<file path="src/rtl/wb_pkg.sv">
// wb_pkg -- shared types and constants for the writeback stage.
//
// Contents:
//   wb_sel_e     writeback source select (ALU / MEM / PC4; 2'b11 is reserved)
//   F3_*         load funct3 encodings (size and signedness)
//   wb_entry_t   control half of the one-entry MEM/WB register; the
//                width-parametric fields (rd, alu, mem, pc) are held beside it
//   align_mask   low-address bits that must be zero for a given load size
package wb_pkg;

    typedef enum logic [1:0] {
        WB_ALU = 2'b00,
        WB_MEM = 2'b01,
        WB_PC4 = 2'b10
    } wb_sel_e;

    localparam logic [2:0] F3_LB  = 3'd0;
    localparam logic [2:0] F3_LH  = 3'd1;
    localparam logic [2:0] F3_LW  = 3'd2;
    localparam logic [2:0] F3_LD  = 3'd3;
    localparam logic [2:0] F3_LBU = 3'd4;
    localparam logic [2:0] F3_LHU = 3'd5;
    localparam logic [2:0] F3_LWU = 3'd6;

    // wb_sel is kept as raw bits so the reserved encoding survives capture.
    typedef struct packed {
        logic       valid;
        logic [1:0] wb_sel;
        logic       rd_en;
        logic [2:0] funct3;
    } wb_entry_t;

    // Address bits that must be clear for a naturally aligned access.
    function automatic logic [2:0] align_mask(input logic [2:0] f3);
        logic [2:0] m;
        case (f3)
            F3_LH, F3_LHU: m = 3'b001;
            F3_LW, F3_LWU: m = 3'b011;
            F3_LD:         m = 3'b111;
            default:       m = 3'b000;
        endcase
        return m;
    endfunction

endpackage

</file>
<file path="src/rtl/wb_stage_load_ext.sv">
// load_ext -- combinational load alignment and sign/zero extension.
//
// Parameters: XLEN (32/64), AW = log2(XLEN/8) byte-lane address bits.
// Ports:
//   funct3    in   load size/sign encoding (F3_*)
//   addr      in   low address bits selecting the byte lane
//   mem_data  in   raw aligned memory word
//   ext_data  out  lane-shifted, extended load value
//   misalign  out  access is not naturally aligned (not gated by valid/wb_sel)
module load_ext
    import wb_pkg::*;
#(
    parameter int unsigned XLEN = 32,
    parameter int unsigned AW   = 2
) (
    input  logic [2:0]      funct3,
    input  logic [AW-1:0]   addr,
    input  logic [XLEN-1:0] mem_data,
    output logic [XLEN-1:0] ext_data,
    output logic            misalign
);

    // Keep the low nbits of v and fill the rest with the given fill bit.
    function automatic logic [XLEN-1:0] extend(input logic [XLEN-1:0] v,
                                               input int unsigned nbits,
                                               input logic fill);
        logic [XLEN-1:0] r;
        for (int unsigned i = 0; i < XLEN; i++) begin
            if (i < nbits) begin
                r[i] = v[i];
            end else begin
                r[i] = fill;
            end
        end
        return r;
    endfunction

    logic [XLEN-1:0] shifted_s;
    logic [2:0]      addr3_s;

    // Move the addressed byte lane down to bit 0, then extend by size/sign.
    always_comb begin
        shifted_s = mem_data >> {addr, 3'b000};
        addr3_s   = 3'(addr);
        case (funct3)
            F3_LB:   ext_data = extend(shifted_s, 32'd8,  shifted_s[7]);
            F3_LH:   ext_data = extend(shifted_s, 32'd16, shifted_s[15]);
            F3_LW:   ext_data = extend(shifted_s, 32'd32, shifted_s[31]);
            F3_LBU:  ext_data = extend(shifted_s, 32'd8,  1'b0);
            F3_LHU:  ext_data = extend(shifted_s, 32'd16, 1'b0);
            F3_LWU:  ext_data = extend(shifted_s, 32'd32, 1'b0);
            F3_LD:   ext_data = shifted_s;
            default: ext_data = mem_data;
        endcase
        misalign = |(addr3_s & align_mask(funct3));
    end

endmodule

</file>
<file path="src/rtl/wb_stage.sv">
// wb_stage -- one-entry MEM/WB register plus writeback source selection.
//
// Holds one entry from the memory stage, selects ALU result, extended load
// data or PC+4, and drives the register-file write port. rf_* outputs are
// combinational from the held entry (one cycle after capture).
//
// Optional feature: define WB_RETIRE_CNT_EN to build the retire counter and
// its retire_cnt port; without it the port and counter are absent.
//
// Ports:
//   clk, reset            clock; synchronous active-high reset
//   in_valid / in_ready   MEM-stage handshake (in_ready = !stall)
//   stall, flush          hold entry / kill entry (flush wins)
//   wb_sel, rd_en, rd, funct3, alu_data, mem_data, pc   entry fields
//   rf_we, rf_rd, rf_wdata                 register-file write port
//   fwd_valid                              forwarding tap (= rf_we)
//   misalign                               held load misaligned, write blocked
//   retire_cnt                             retired count (WB_RETIRE_CNT_EN)
module wb_stage
    import wb_pkg::*;
#(
    parameter int unsigned XLEN   = 32,
    parameter int unsigned REG_AW = 5,
    parameter int unsigned CNT_W  = 64
) (
    input  logic              clk,
    input  logic              reset,
    input  logic              in_valid,
    output logic              in_ready,
    input  logic              stall,
    input  logic              flush,
    input  logic [1:0]        wb_sel,
    input  logic              rd_en,
    input  logic [REG_AW-1:0] rd,
    input  logic [2:0]        funct3,
    input  logic [XLEN-1:0]   alu_data,
    input  logic [XLEN-1:0]   mem_data,
    input  logic [XLEN-1:0]   pc,
    output logic              rf_we,
    output logic [REG_AW-1:0] rf_rd,
    output logic [XLEN-1:0]   rf_wdata,
    output logic              fwd_valid,
    output logic              misalign
`ifdef WB_RETIRE_CNT_EN
    ,
    output logic [CNT_W-1:0]  retire_cnt
`endif
);

    localparam int unsigned   LANE_W  = $clog2(XLEN / 8);
    localparam logic [XLEN-1:0]   PC_STEP = {{(XLEN-3){1'b0}}, 3'b100};
    localparam logic [XLEN-1:0]   XZERO   = {XLEN{1'b0}};
    localparam logic [REG_AW-1:0] RZERO   = {REG_AW{1'b0}};

    // Parameter sanity hook: an elaboration-visible guard with no logic.
    if (CNT_W < 1 || (XLEN != 32 && XLEN != 64)) begin : g_bad_params
    end

    wb_entry_t         entry_q, entry_d;
    logic [REG_AW-1:0] rd_q, rd_d;
    logic [XLEN-1:0]   alu_q, alu_d;
    logic [XLEN-1:0]   mem_q, mem_d;
    logic [XLEN-1:0]   pc_q, pc_d;

    logic [XLEN-1:0]   ext_data_s;
    logic              ext_misalign_s;
    logic              misalign_s;
    logic [XLEN-1:0]   wb_data_s;
    logic              we_s;

    // Next-state for the held entry: flush > stall (hold) > capture > bubble.
    always_comb begin
        entry_d = entry_q;
        rd_d    = rd_q;
        alu_d   = alu_q;
        mem_d   = mem_q;
        pc_d    = pc_q;
        if (flush) begin
            entry_d.valid = 1'b0;
        end else if (stall) begin
            entry_d = entry_q;
        end else if (in_valid) begin
            entry_d.valid  = 1'b1;
            entry_d.wb_sel = wb_sel;
            entry_d.rd_en  = rd_en;
            entry_d.funct3 = funct3;
            rd_d           = rd;
            alu_d          = alu_data;
            mem_d          = mem_data;
            pc_d           = pc;
        end else begin
            entry_d.valid = 1'b0;
        end
    end

    // Control register with synchronous reset.
    always_ff @(posedge clk) begin
        if (reset) begin
            entry_q <= '0;
        end else begin
            entry_q <= entry_d;
        end
    end

    // Data fields carry no reset; outputs are gated by valid instead.
    always_ff @(posedge clk) begin
        rd_q  <= rd_d;
        alu_q <= alu_d;
        mem_q <= mem_d;
        pc_q  <= pc_d;
    end

    load_ext #(
        .XLEN (XLEN),
        .AW   (LANE_W)
    ) u_load_ext (
        .funct3   (entry_q.funct3),
        .addr     (alu_q[LANE_W-1:0]),
        .mem_data (mem_q),
        .ext_data (ext_data_s),
        .misalign (ext_misalign_s)
    );

    // Writeback source select and register-file port.
    always_comb begin
        case (entry_q.wb_sel)
            WB_ALU:  wb_data_s = alu_q;
            WB_MEM:  wb_data_s = ext_data_s;
            WB_PC4:  wb_data_s = pc_q + PC_STEP;
            default: wb_data_s = alu_q;
        endcase
        misalign_s = entry_q.valid && (entry_q.wb_sel == WB_MEM) && ext_misalign_s;
        // x0 is hardwired zero, so writes to it are dropped here.
        we_s = entry_q.valid && entry_q.rd_en && (rd_q != RZERO) && !misalign_s;

        in_ready  = !stall;
        rf_we     = we_s;
        fwd_valid = we_s;
        misalign  = misalign_s;
        if (entry_q.valid) begin
            rf_rd    = rd_q;
            rf_wdata = wb_data_s;
        end else begin
            rf_rd    = RZERO;
            rf_wdata = XZERO;
        end
    end

`ifdef WB_RETIRE_CNT_EN
    logic [CNT_W-1:0] retire_cnt_q, retire_cnt_d;

    // An entry retires when it leaves the register unstalled.
    always_comb begin
        if (entry_q.valid && !stall) begin
            retire_cnt_d = retire_cnt_q + {{(CNT_W-1){1'b0}}, 1'b1};
        end else begin
            retire_cnt_d = retire_cnt_q;
        end
    end

    // Retire counter register, wraps naturally at 2^CNT_W.
    always_ff @(posedge clk) begin
        if (reset) begin
            retire_cnt_q <= {CNT_W{1'b0}};
        end else begin
            retire_cnt_q <= retire_cnt_d;
        end
    end

    assign retire_cnt = retire_cnt_q;
`endif

endmodule
</file>
<file path="config.mk">
export PLATFORM = sky130hd
export DESIGN_NAME = wb_stage
export DESIGN_NICKNAME = d
export VERILOG_FILES = /design/src/rtl/wb_pkg.sv /design/src/rtl/wb_stage_load_ext.sv /design/src/rtl/wb_stage.sv
export SDC_FILE = /design/constraint.sdc
export NUM_CORES = 1
export LEC_CHECK = 0
export CAP_MARGIN = 5
export CORE_MARGIN = 2
export CORE_UTILIZATION = 40
export CTS_CLUSTER_SIZE = 14
export DETAILED_ROUTE_END_ITERATION = 10
export GPL_ROUTABILITY_DRIVEN = 0
export PLACE_DENSITY = 0.8
export SLEW_MARGIN = 15
export SYNTH_ARGS = -nofsm -noshare
export SYNTH_HDL_FRONTEND = slang
export SYNTH_SLANG_ARGS = --single-unit
</file>
<file path="constraint.sdc">
create_clock -name clk -period 4.38 [get_ports clk]
set_input_delay 0.876 -clock clk [delete_from_list [all_inputs] [get_ports clk]]
set_output_delay 0.876 -clock clk [all_outputs]
set_load 0.05 [all_outputs]
</file>
# [Word-level counts from Yosys, hierarchy flattened]
# Cells that the tools add are included.
[classes] add_sub_neg=1 mul=0 n_div=0 n_lt_le_gt_ge=0 eq_ne=8 shifts=1 muxes=6 bitwise=3 n_reduce_logical=15
[ops] operator="$pmux 32 s5" count=1
[ops] operator="$pmux 32 s2" count=1
[ops] operator="$add 32x3->32 const B" count=1
[ops] operator="$mux 32" count=1
[ops] operator="$shr 32x5->32" count=1
[ops] operator="$eq 3x3->1 const B" count=3
[ops] operator="$pmux 3 s3" count=1
[ops] operator="$eq 3x2->1 const B" count=2
[ops] operator="$reduce_or 2->1" count=3
[ops] operator="$reduce_or 3->1" count=2
[ops] operator="$logic_and 1x1->1" count=5
[ops] operator="$mux 5" count=1
[ops] operator="$reduce_bool 5->1" count=1
[ops] operator="$and 2x3->3" count=1
[ops] operator="$eq 3x1->1 const B" count=1
[ops] operator="$logic_not 3->1" count=1
[ops] operator="$reduce_and 3->1" count=1
[ops] operator="$eq 2x1->1 const B" count=1
[ops] operator="$eq 2x2->1 const B" count=1
[ops] operator="$logic_not 1->1" count=2
[ops] operator="$not 1->1" count=2
[ops] operator="$mux 1" count=1
[word_totals] register_bits=108 latch_bits=0 ramBits=0 rom_bits=0 in_bits=112 output_inout_bits=41 wordCells=42 memories=0

# [Longest topological paths before layout]
# Gate-level depths: netlist of run 1.
[logic_depth] word_depth=8 ltp_mapped=8 mapped_depth_nobuf=7

# [Modules after synthesis]
# Synthesis of run 1 repeated with hierarchy kept, for this count alone.
[hier_totals] hier_cells=543 area_unflattened_um2=5829.3
[by_module_without_submodules] module="wb_stage" n_inst=1 cells_each=402 area_per_inst_um2=4948.5
[by_module_without_submodules] module="load_ext" n_inst=1 cells_each=141 area_per_inst_um2=880.8

# [Worst setup path before layout of run 1]
# Ideal clock, no wire load.
[synth_timing] path_type="input -> register" start="input port stall" end="register entry_q[0] (netlist bit)" arrival_time_ns=4.490 t_required_ns=4.253 path_slack_ns=-0.237 path_stages=4 path_buffers=1 path_cell_list="nor3b_1 -> buf_1 -> mux2i_1 -> nor2_1"
[synth_via] elab_chain_len=2
[synth_lines] item="from (decl)" line_no="wb_stage.sv:30" source="input logic stall,"
[synth_lines] item="$not 1->1 (no source line)"
[synth_lines] item="$reduce_and 3->1 (no source line)"
[synth_lines] item="to (signal assigned)" line_no="wb_stage.sv:101" source="entry_q <= entry_d;"
[synth_lines] item="to (decl)" line_no="wb_stage.sv:59" source="wb_entry_t entry_q, entry_d;"
# No other way between the ends.
# A chain may end at the register's enable or synchronous reset.

# [Final worst setup path of run 1]
[layout_timing] start="register entry_q[0] (netlist bit)" end="output port rf_wdata[0]"
[layout_via] elab_chain_len=5
[layout_lines] item="$eq 3x2->1 / $eq 3x3->1 (equally long branches)" line_no="wb_stage_load_ext.sv:45" source="case (funct3)"
[layout_lines] item="$reduce_or 3->1 (no source line)"
[layout_lines] item="$pmux 32 s5 *" line_no="wb_stage_load_ext.sv:45"
[layout_lines] item="$pmux 32 s2 *" line_no="wb_stage.sv:126" source="case (entry_q.wb_sel)"
[layout_lines] item="$mux 32 *" line_no="wb_stage.sv:140" source="if (entry_q.valid) begin"
[layout_lines] item="to (decl)" line_no="wb_stage.sv:41" source="output logic [XLEN-1:0] rf_wdata,"
# Mark *: on every way between the ends. The rest lies on a longest branch, timed or not.

==> results of run 1 <==
## flip-flops by register name (all words and copies together) (netlist names)
signal   cells
alu_q       32
mem_q       32
pc_q        32
entry_q      7
rd_q         5
## cell usage in the layout, fill, tap and decap left out, drive strengths merged, types with 5 or more instances in the layout
master / n
clkdlybuf4s50: 128
edfxtp: 101
a21oi: 44
nand2: 36
nor2: 36
buf: 30
mux2i: 22
o21ai: 22
xnor2: 18
inv: 18
nand3: 12
o221ai: 11
xor2: 10
a221o: 10
clkbuf: 10
nor3: 10
o211ai: 10
and2: 7
a22oi: 7
a21bo: 7
dfxtp: 7
and3: 6
o2bb2ai: 6
nand2b: 5
nand4: 5
nor4: 5
## worst min-delay path: stages (launching register included)
cell and delay [ns]:
sky130_fd_sc_hd__dfxtp_1 0.35, sky130_fd_sc_hd__mux2i_1 0.07, sky130_fd_sc_hd__nor2_1 0.08
## where the power goes
| group | total (W) | switching (W) | internal [W] |
|---|---|---|---|
| Combinational | 0.000284 | 0.000139 | 0.000145 |
| Sequential | 0.00122 | 0.0000364 | 0.00118 |
| Clock | 0.000820 | 0.000371 | 0.000450 |
| Total | 0.00232 | 0.000546 | 0.00178 |
## cell families (layout without fill, tap and decap cells)
group | Yosys count | in the layout | synth area share
AOI/OAI and AO/OA | 130 | 130 | 0.162
buffers and inverters | 44 | 190 | 0.0336
muxes | 25 | 25 | 0.0481
and+or+nand+nor | 136 | 136 | 0.129
DFF | 108 | 108 | 0.576
xor gates and xnor gates | 28 | 28 | 0.0445
adders and majority gates | 3 | 3 | 0.00681
## through the flow
stage               utilization  area (µm²)  hold WS (ns)  worst slack (ns)
floorplan                     -        5520         0.461             0.162
global placement          0.534        7130         0.487             0.891
detailed placement        0.534        7130         0.522             0.790
CTS                       0.557        7430         0.538             0.398
global route              0.557        7430         0.584             0.118
finish                    0.557        7430         0.532             0.363
## layer usage
| layer | share of wire | wire [µm] |
|---|---|---|
| met5 | 0 | 0 |
| met4 | 0.025 | 378 |
| met3 | 0.069 | 1040 |
| met2 | 0.49 | 7350 |
| met1 | 0.42 | 6230 |
## how the worst min path moves through the flow
stage                       endpoint  slack (ns)  cells past startpoint
after CTS                 entry_q[3]        0.54                      2
after floorplan           entry_q[3]        0.46                      2
final                     entry_q[3]        0.53                      2
after detailed placement  entry_q[3]        0.52                      2
after global routing      entry_q[3]        0.58                      2
after global placement    entry_q[3]        0.49                      2
## layout make-up
type | count | area [µm²] | area share
clock buffer | 10 | 229 | 0.0308
timing repair buffer | 158 | 1520 | 0.204
clock inverter | 6 | 71.3 | 0.00959
inverter | 16 | 60.1 | 0.00808
tap | 176 | 220 | 0.0296
sequential | 108 | 3170 | 0.427
multi-input combinational | 322 | 2160 | 0.291
==> impl.org, run 1 <==
** Placement
- During placement, the flow inserted port buffers numbering 152.
- Once detailed placement completed, the half-perimeter wirelength came to 11.1 mm.
- After detailed placement, the design holds a cell count of 780.

** Synth
- Top flip-flop cell by instance count after synthesis :: sky130_fd_sc_hd__edfxtp_1
- Cell area after synthesis :: 5510 µm²
- In the synthesized netlist the async set-or-reset flop fraction comes to 0.
- In this run, synthesis produced a sequential element count of 108.
- Synth Net Count :: 589
- Post-synth EDFFs :: 101
- Synthesis warning total :: 0
- Count of distinct cell types in the synthesized netlist :: 58
- Top cell type's share of synthesized area :: 0.551
- Cell type contributing the most total cell area after synthesis :: sky130_fd_sc_hd__edfxtp_1
- Sorting the synthesized cells by area gives the leading types as sky130_fd_sc_hd__edfxtp_1 55%, sky130_fd_sc_hd__a21oi_1 4.0%, sky130_fd_sc_hd__mux2i_1 4.0%.
- Ranked by instance count, the synthesized netlist is headed by 101 x sky130_fd_sc_hd__edfxtp_1, 44 x sky130_fd_sc_hd__a21oi_1, 36 x sky130_fd_sc_hd__nand2_1, 35 x sky130_fd_sc_hd__nor2_1, 22 x sky130_fd_sc_hd__mux2i_1.
- Sequential cell area fraction in the yosys report :: 0.576
- Synthesized instance count :: 474
- Syn_area_per_cell :: 11.6 µm²
- In the post-synthesis netlist, the cell with the most instances is sky130_fd_sc_hd__edfxtp_1.

** Clocking
- CTS clk-pin slew, worst paths :: 0.07 ns
- Clock latency at the later pin of the worst-skew pair :: 0.35 ns
- After clock tree synthesis, the repair step resized 0 gates.
- Maximum level of the CTS H-tree :: 3
- Setup repair bufs after CTS :: 0
- TritonCTS built the clock tree.
- The clock net in this run drives a total of 108 sinks.
- Library cell used as clock root buffer :: sky130_fd_sc_hd__clkbuf_16
- No sink is reached through more buffers than the 2 on the longest clock path.
- TritonCTS created 9 clock buffers.
- Cts-stage hold buffer count :: 0

** Pwr
- For this design the ratio of total power to cell area is 312 nW/µm².
- The design draws 0.00232 W.
- The worst-case IR drop observed on VDD is 180 µV.
- Total leakage power :: 2.55 nW

** Detailed routing
- Total iterations of the first detailed-routing run :: 5
- Total DRC errors in the routed layout :: 0
- The count of nets left with antenna violations once routing finished came out at 0.
- Detailed routing inserted a total of 4419 vias.
- Via-per-instance ratio :: 5.55
- DR iter-0 viols :: 415
- In the final routed layout, each cell accounts on average for 18.8 µm.
- The final layout contains routed wiring with a total length of 15.0 mm.

** Outcome
- Result of the run :: completed

** Worst setup path
- Cell class contributing the biggest share of worst-path delay :: simple AND/OR/NAND/NOR gates
- In this run the critical register-to-register path is launched from entry_q[1].
- Startpoint type of the worst setup path :: flop
- Total stage count of the critical path :: 6
- In this run the worst setup path begins at entry_q[0].
- Setup slack of the most critical reg-to-reg path :: 3.62 ns
- The worst register-to-register path ends at entry_q[1].
- Counting stages on the worst path, the most repeated cell is sky130_fd_sc_hd__nor2_1.
- The critical path in this run is classified as reg2out.
- Max incr delay on CP :: 0.71 ns
- Measured in cells, the most critical reg-to-reg path has a length of 2.
- Type of element capturing the critical path :: output port
- The signal on the critical path passes through and3_1 > nor2_1 > mux2_2 > a221oi_1 > nor2_1 > clkdlybuf4s50_1.
- Critical path data required time :: 3.50 ns
- Critical path fanouts, max :: 19
- Following the worst setup path forward leads to its endpoint at rf_wdata[0].
- Arrival time at the worst endpoint :: 3.14 ns
- Worst path bufs/invs :: 1
- The slowest stage of the critical path is the sky130_fd_sc_hd__clkdlybuf4s50_1 cell.

** GRT
- After global routing, the most crowded layer is met2.
- Entering global routing, the biggest net connects 110 pins.
- For this run, global-route usage on met3 was measured as 0.0465.
- Global-route wire length before repair :: 23.3 mm
- The initial antenna violation count is 0.
- Vias in the first global route :: 4448
- Global routing finished with a remaining overflow of 0.
- Total global routing track utilization :: 0.208
- For met2 alone, demand over resource in global routing was 0.345.
- For met1 alone, demand over resource in global routing was 0.270.

** Timing
- Count of final hold-check violations :: 0
- Final worst path period need :: 4.02 ns
- Final worst clock skew :: 0 ns
- Summed over all failing endpoints, the final setup total negative slack is 0 ns.
- Final setup violating endpoints :: 0
- Measured against its own limit, the worst slew margin works out to 0.513.
- RSZ-0062 raised after global routing :: no
- Based on the critical path, the design can be clocked at up to 249 MHz.
- Pin slew with the least headroom to its limit :: 0.731 ns
- In the finished design, the share of the clock period the worst path needs comes to 0.917.
- The final number of max-transition violations is 0.

** Die
- Top-level port count :: 153
- The die covers 14700 µm².
- Horizontal die dimension :: 121 µm
- After floorplanning, the core was sized to cover 13300 µm².
- Number of placement rows :: 42
- The initial utilization of the core area, before any placement, comes to 0.413.
- The die is 121 µm tall.

** Layout
- Final net count :: 730
- Fill cell total of the finished layout :: 1114
- Ratio of cells with drive above 1 in the final layout :: 0.113
- Number of cells in the finished layout apart from fillers :: 796
- Post-synthesis to final-layout area growth :: 35.0%
- The number of antenna diodes in the final layout is 0.

** Job
- Count of max-cap constraint violations :: 0

** Hold path
- The worst hold path belongs to the class reg2reg.
- In this run the most critical hold path is launched from entry_q[3].
No activity file was read; power rests on OpenSTA's default activity.
==> inputs of run 2 (changes only) <==
--- a/config.mk
+++ b/config.mk
@@ -6,7 +6,6 @@
 export NUM_CORES = 1
 export LEC_CHECK = 0
 export CAP_MARGIN = 5
-export CORE_MARGIN = 2
 export CORE_UTILIZATION = 40
 export CTS_CLUSTER_SIZE = 14
 export DETAILED_ROUTE_END_ITERATION = 10
==> impl.org, run 2 (synthesis results as in run 1) <==
** Die
- Core outline area :: 13300 µm² (unchanged)
- The site row count was 42 (unchanged).
- The number of I/O pins was 153 (unchanged).
- Initial cell density of the core :: 0.413 (unchanged)
- Die area :: 14200 µm² (-3.3%)
- The y dimension of the die was 119 µm (-1.6%).
- The die extent in x is 119 µm (-1.6%).

** GRT
- The via count of the first global-routing pass came to 4438 (-0.22%).
- Global-route wire length before repair :: 23.9 mm (+2.5%)
- Pin count of the biggest net entering global routing :: 60 (-45%)
- The initial antenna violation count came to 0 (unchanged).
- The overall fraction of global-route tracks in use was 0.222 (+0.0141).
- The global route total overflow was 0 (unchanged).

** Placement
- Area after detailed placement :: 7130 µm² (about the same)
- The number of buffers inserted by port buffering came to 152 (unchanged).
- Placed insts :: 781 (+0.13%)
- The sum of net half-perimeters after detailed placement was 11.6 mm (+4.1%).

** Worst setup path
- By instance count, the cell type seen most on the critical path is sky130_fd_sc_hd__nor2_1.
- Class of the most critical setup path :: reg2out
- The signal arrival time at the worst endpoint was 3.16 ns (+0.02 ns).
- RR Endpoint :: entry_q[6]
- Setup slack of the most critical reg-to-reg path :: 3.21 ns (-0.41 ns)
- The worst-case reg-to-reg path depth came to 3 (+1).
- Critical path fanouts, max :: 19 (unchanged)
- The slowest stage of the critical path is the sky130_fd_sc_hd__clkdlybuf4s50_1 cell.
- The data required time at the worst endpoint is 3.50 ns (about the same).
- STA classifies the critical path startpoint as a flop.
- Walking the worst path, the cells encountered are and3_1 > nor2_1 > mux2_2 > a221oi_1 > nor2_1 > clkdlybuf4s50_1.
- Type of element capturing the critical path :: output port
- Reg2Reg Launch Point :: entry_q[6]
- The peak per-stage delay on the critical path came to 0.71 ns (about the same).

** Clocking
- The maximum clock path buffer count was 2 (unchanged).
- TritonCTS clock tree :: done
- The quantity of gates resized following cts came to 0 (unchanged).
- Library cell used as clock root buffer :: sky130_fd_sc_hd__clkbuf_16
- The number of buffers added to fix hold violations after cts was 0 (unchanged).
- The post-CTS repair timing setup buffer count was 0 (unchanged).
- The clock transition at the registers of the reported paths came to 0.07 ns (about the same).
- Number of buffers inserted during clock tree synthesis :: 9 (unchanged)
- Clock latency at the later pin of the worst-skew pair :: 0.35 ns (about the same)
- The H-tree depth is 3 (unchanged).
- Clock sink total :: 108 (unchanged)

** Layout
- Diodes inserted :: 0 (unchanged)
- The filler cell count in the final layout was 1115 (+0.090%).
- From synthesis to final layout, the design area changed by 34.1%.
- Top library cells by usage in the layout, fill and taps aside :: 128 x sky130_fd_sc_hd__clkdlybuf4s50_1, 101 x sky130_fd_sc_hd__edfxtp_1, 44 x sky130_fd_sc_hd__a21oi_1, 36 x sky130_fd_sc_hd__nand2_1, 35 x sky130_fd_sc_hd__nor2_1
- The cell area after layout is 7390 µm² (-0.61%).
- Final net count :: 731 (+0.14%)
- The post-layout instance count excluding filler cells was 797 (+0.13%).
- Leaving out fill and tap cells, the most frequent cell in the layout is sky130_fd_sc_hd__clkdlybuf4s50_1.
- The share of post-route cells with drive strength above 1 is 0.108 (-0.00501).
- In the final layout, the registers with the most flip-flops are alu_q (32), mem_q (32), pc_q (32).

** Detailed routing
- Total iterations of the first detailed-routing run :: 5 (unchanged)
- The post-detailed-route count of antenna-violating nets was 0 (unchanged).
- The via total after detailed routing is 4441 (+0.50%).
- The via density per instance was 5.57 (+0.37%).
- Total DRC errors in the routed layout :: 0 (unchanged)
- The length of routed met2 wiring was 7.57 mm (+3.1%).
- The violation count after the first detailed-routing iteration was 327 (-21%).
- Detailed-route wire length per cell :: 19.3 µm (+2.7%)
- Met3 wirelength from detailed routing :: 1.06 mm (+2.0%)
- Sum of routed wire length over all layers :: 15.4 mm (+2.8%)
- The detailed router used layers up to and including met4.
- The post-route met1 wirelength came to 6.39 mm (+2.7%).

** Hold path
- Startpoint of the lowest-slack hold path :: entry_q[3]
- For hold timing, the worst endpoint is entry_q[3].
- Worst hold path stage count :: 2 (unchanged)
- Path type of the worst min-delay path :: reg2reg

** Timing
- The final period demand of the worst path was 4.04 ns (+0.0199 ns).
- Final max-slew violation count :: 0 (unchanged)
- Pin slew with the least headroom to its limit :: 0.728 ns (-0.00288 ns)
- The worst slew slack as a fraction of its limit came to 0.515 (+0.00192).
- The setup violation total in the final timing report is 0 (unchanged).
- Maximum clock frequency :: 248 MHz (-0.49%)
- Setup repair after global routing left no endpoint under its margin.
- Final worst clock skew :: 0 ns (unchanged)
- The final setup TNS was 0 ns (unchanged).
- The hold violation total from the final report was 0 (unchanged).
- The part of the cycle the worst path needs was 0.922 (+0.00455).

** Pwr
- Peak ir drop on the vdd network :: 181 µV (+0.78%)
- The total power consumption of the routed design was 0.00223 W (-3.8%).
- The leakage power came to 2.53 nW (-0.79%).
- The power density normalized to cell area was 302 nW/µm² (-3.3%).

** Outcome
- The run finished with clean final reports.

** Job
- Count of max-cap constraint violations :: 0 (unchanged)
run 2: changes by cell type in the layout (fill, tap and decap cells not counted):
| cell | change |
|---|---|
| sky130_fd_sc_hd__clkinv_2 | -1 |
| sky130_fd_sc_hd__bufinv_16 | -1 |
| sky130_fd_sc_hd__inv_6 | -1 |
| sky130_fd_sc_hd__inv_8 | -1 |
| sky130_fd_sc_hd__buf_12 | -1 |
| sky130_fd_sc_hd__clkinv_1 | +4 |
| sky130_fd_sc_hd__buf_4 | +2 |
run 2: through the flow:
step                      hold WS (ns)   util  setup slack [ns]
after floorplan                  0.461      -             0.162
after global placement           0.489  0.534             0.879
after detailed placement         0.509  0.534             0.748
after CTS                        0.524  0.554             0.342
after global routing             0.558  0.554            0.0997
final                            0.516  0.554             0.343
run 2: critical path, delay by kind of cell (launching register included):
family	cells	cell delay [ns]
compound gates	1	0.24
buf+inv	1	0.71
flops	1	0.48
mux	1	0.34
simple gates	3	1.04
run 2: worst max-delay path by stage:
stage / startpoint / to / slack, ns / depth (start not counted)
after floorplan: stall / entry_q[0] / 0.16 / 4
after global placement: entry_q[0] / rf_wdata[0] / 0.88 / 6
after detailed placement: entry_q[0] / rf_wdata[0] / 0.75 / 6
after CTS: entry_q[1] / rf_wdata[0] / 0.34 / 6
after global routing: entry_q[0] / rf_wdata[0] / 0.1 / 6
final: entry_q[0] / rf_wdata[0] / 0.34 / 6
run 2: report_power, final:
group          internal [W]  switching [W]  total [W]
Clock              0.000379       0.000350   0.000729
Combinational      0.000145       0.000141   0.000286
Sequential          0.00118      0.0000363    0.00122
run 2: layer usage:
metal	GRT usage	up-vias
li1	-	2082
met2	0.365	212
met3	0.0527	31
met4	0.0797	0
met5	0	-
met1	0.285	2116
run 2: cell type report:
cell class              instances  area (µm²)  share of cell area
clock buffers                  10         229              0.0310
clock inverters                 6        31.3             0.00423
inverters                      16        60.1             0.00813
multi-input cells             322        2160               0.293
flip-flops and latches        108        3170               0.429
well taps                     176         220              0.0298
repair buffers                159        1510               0.205
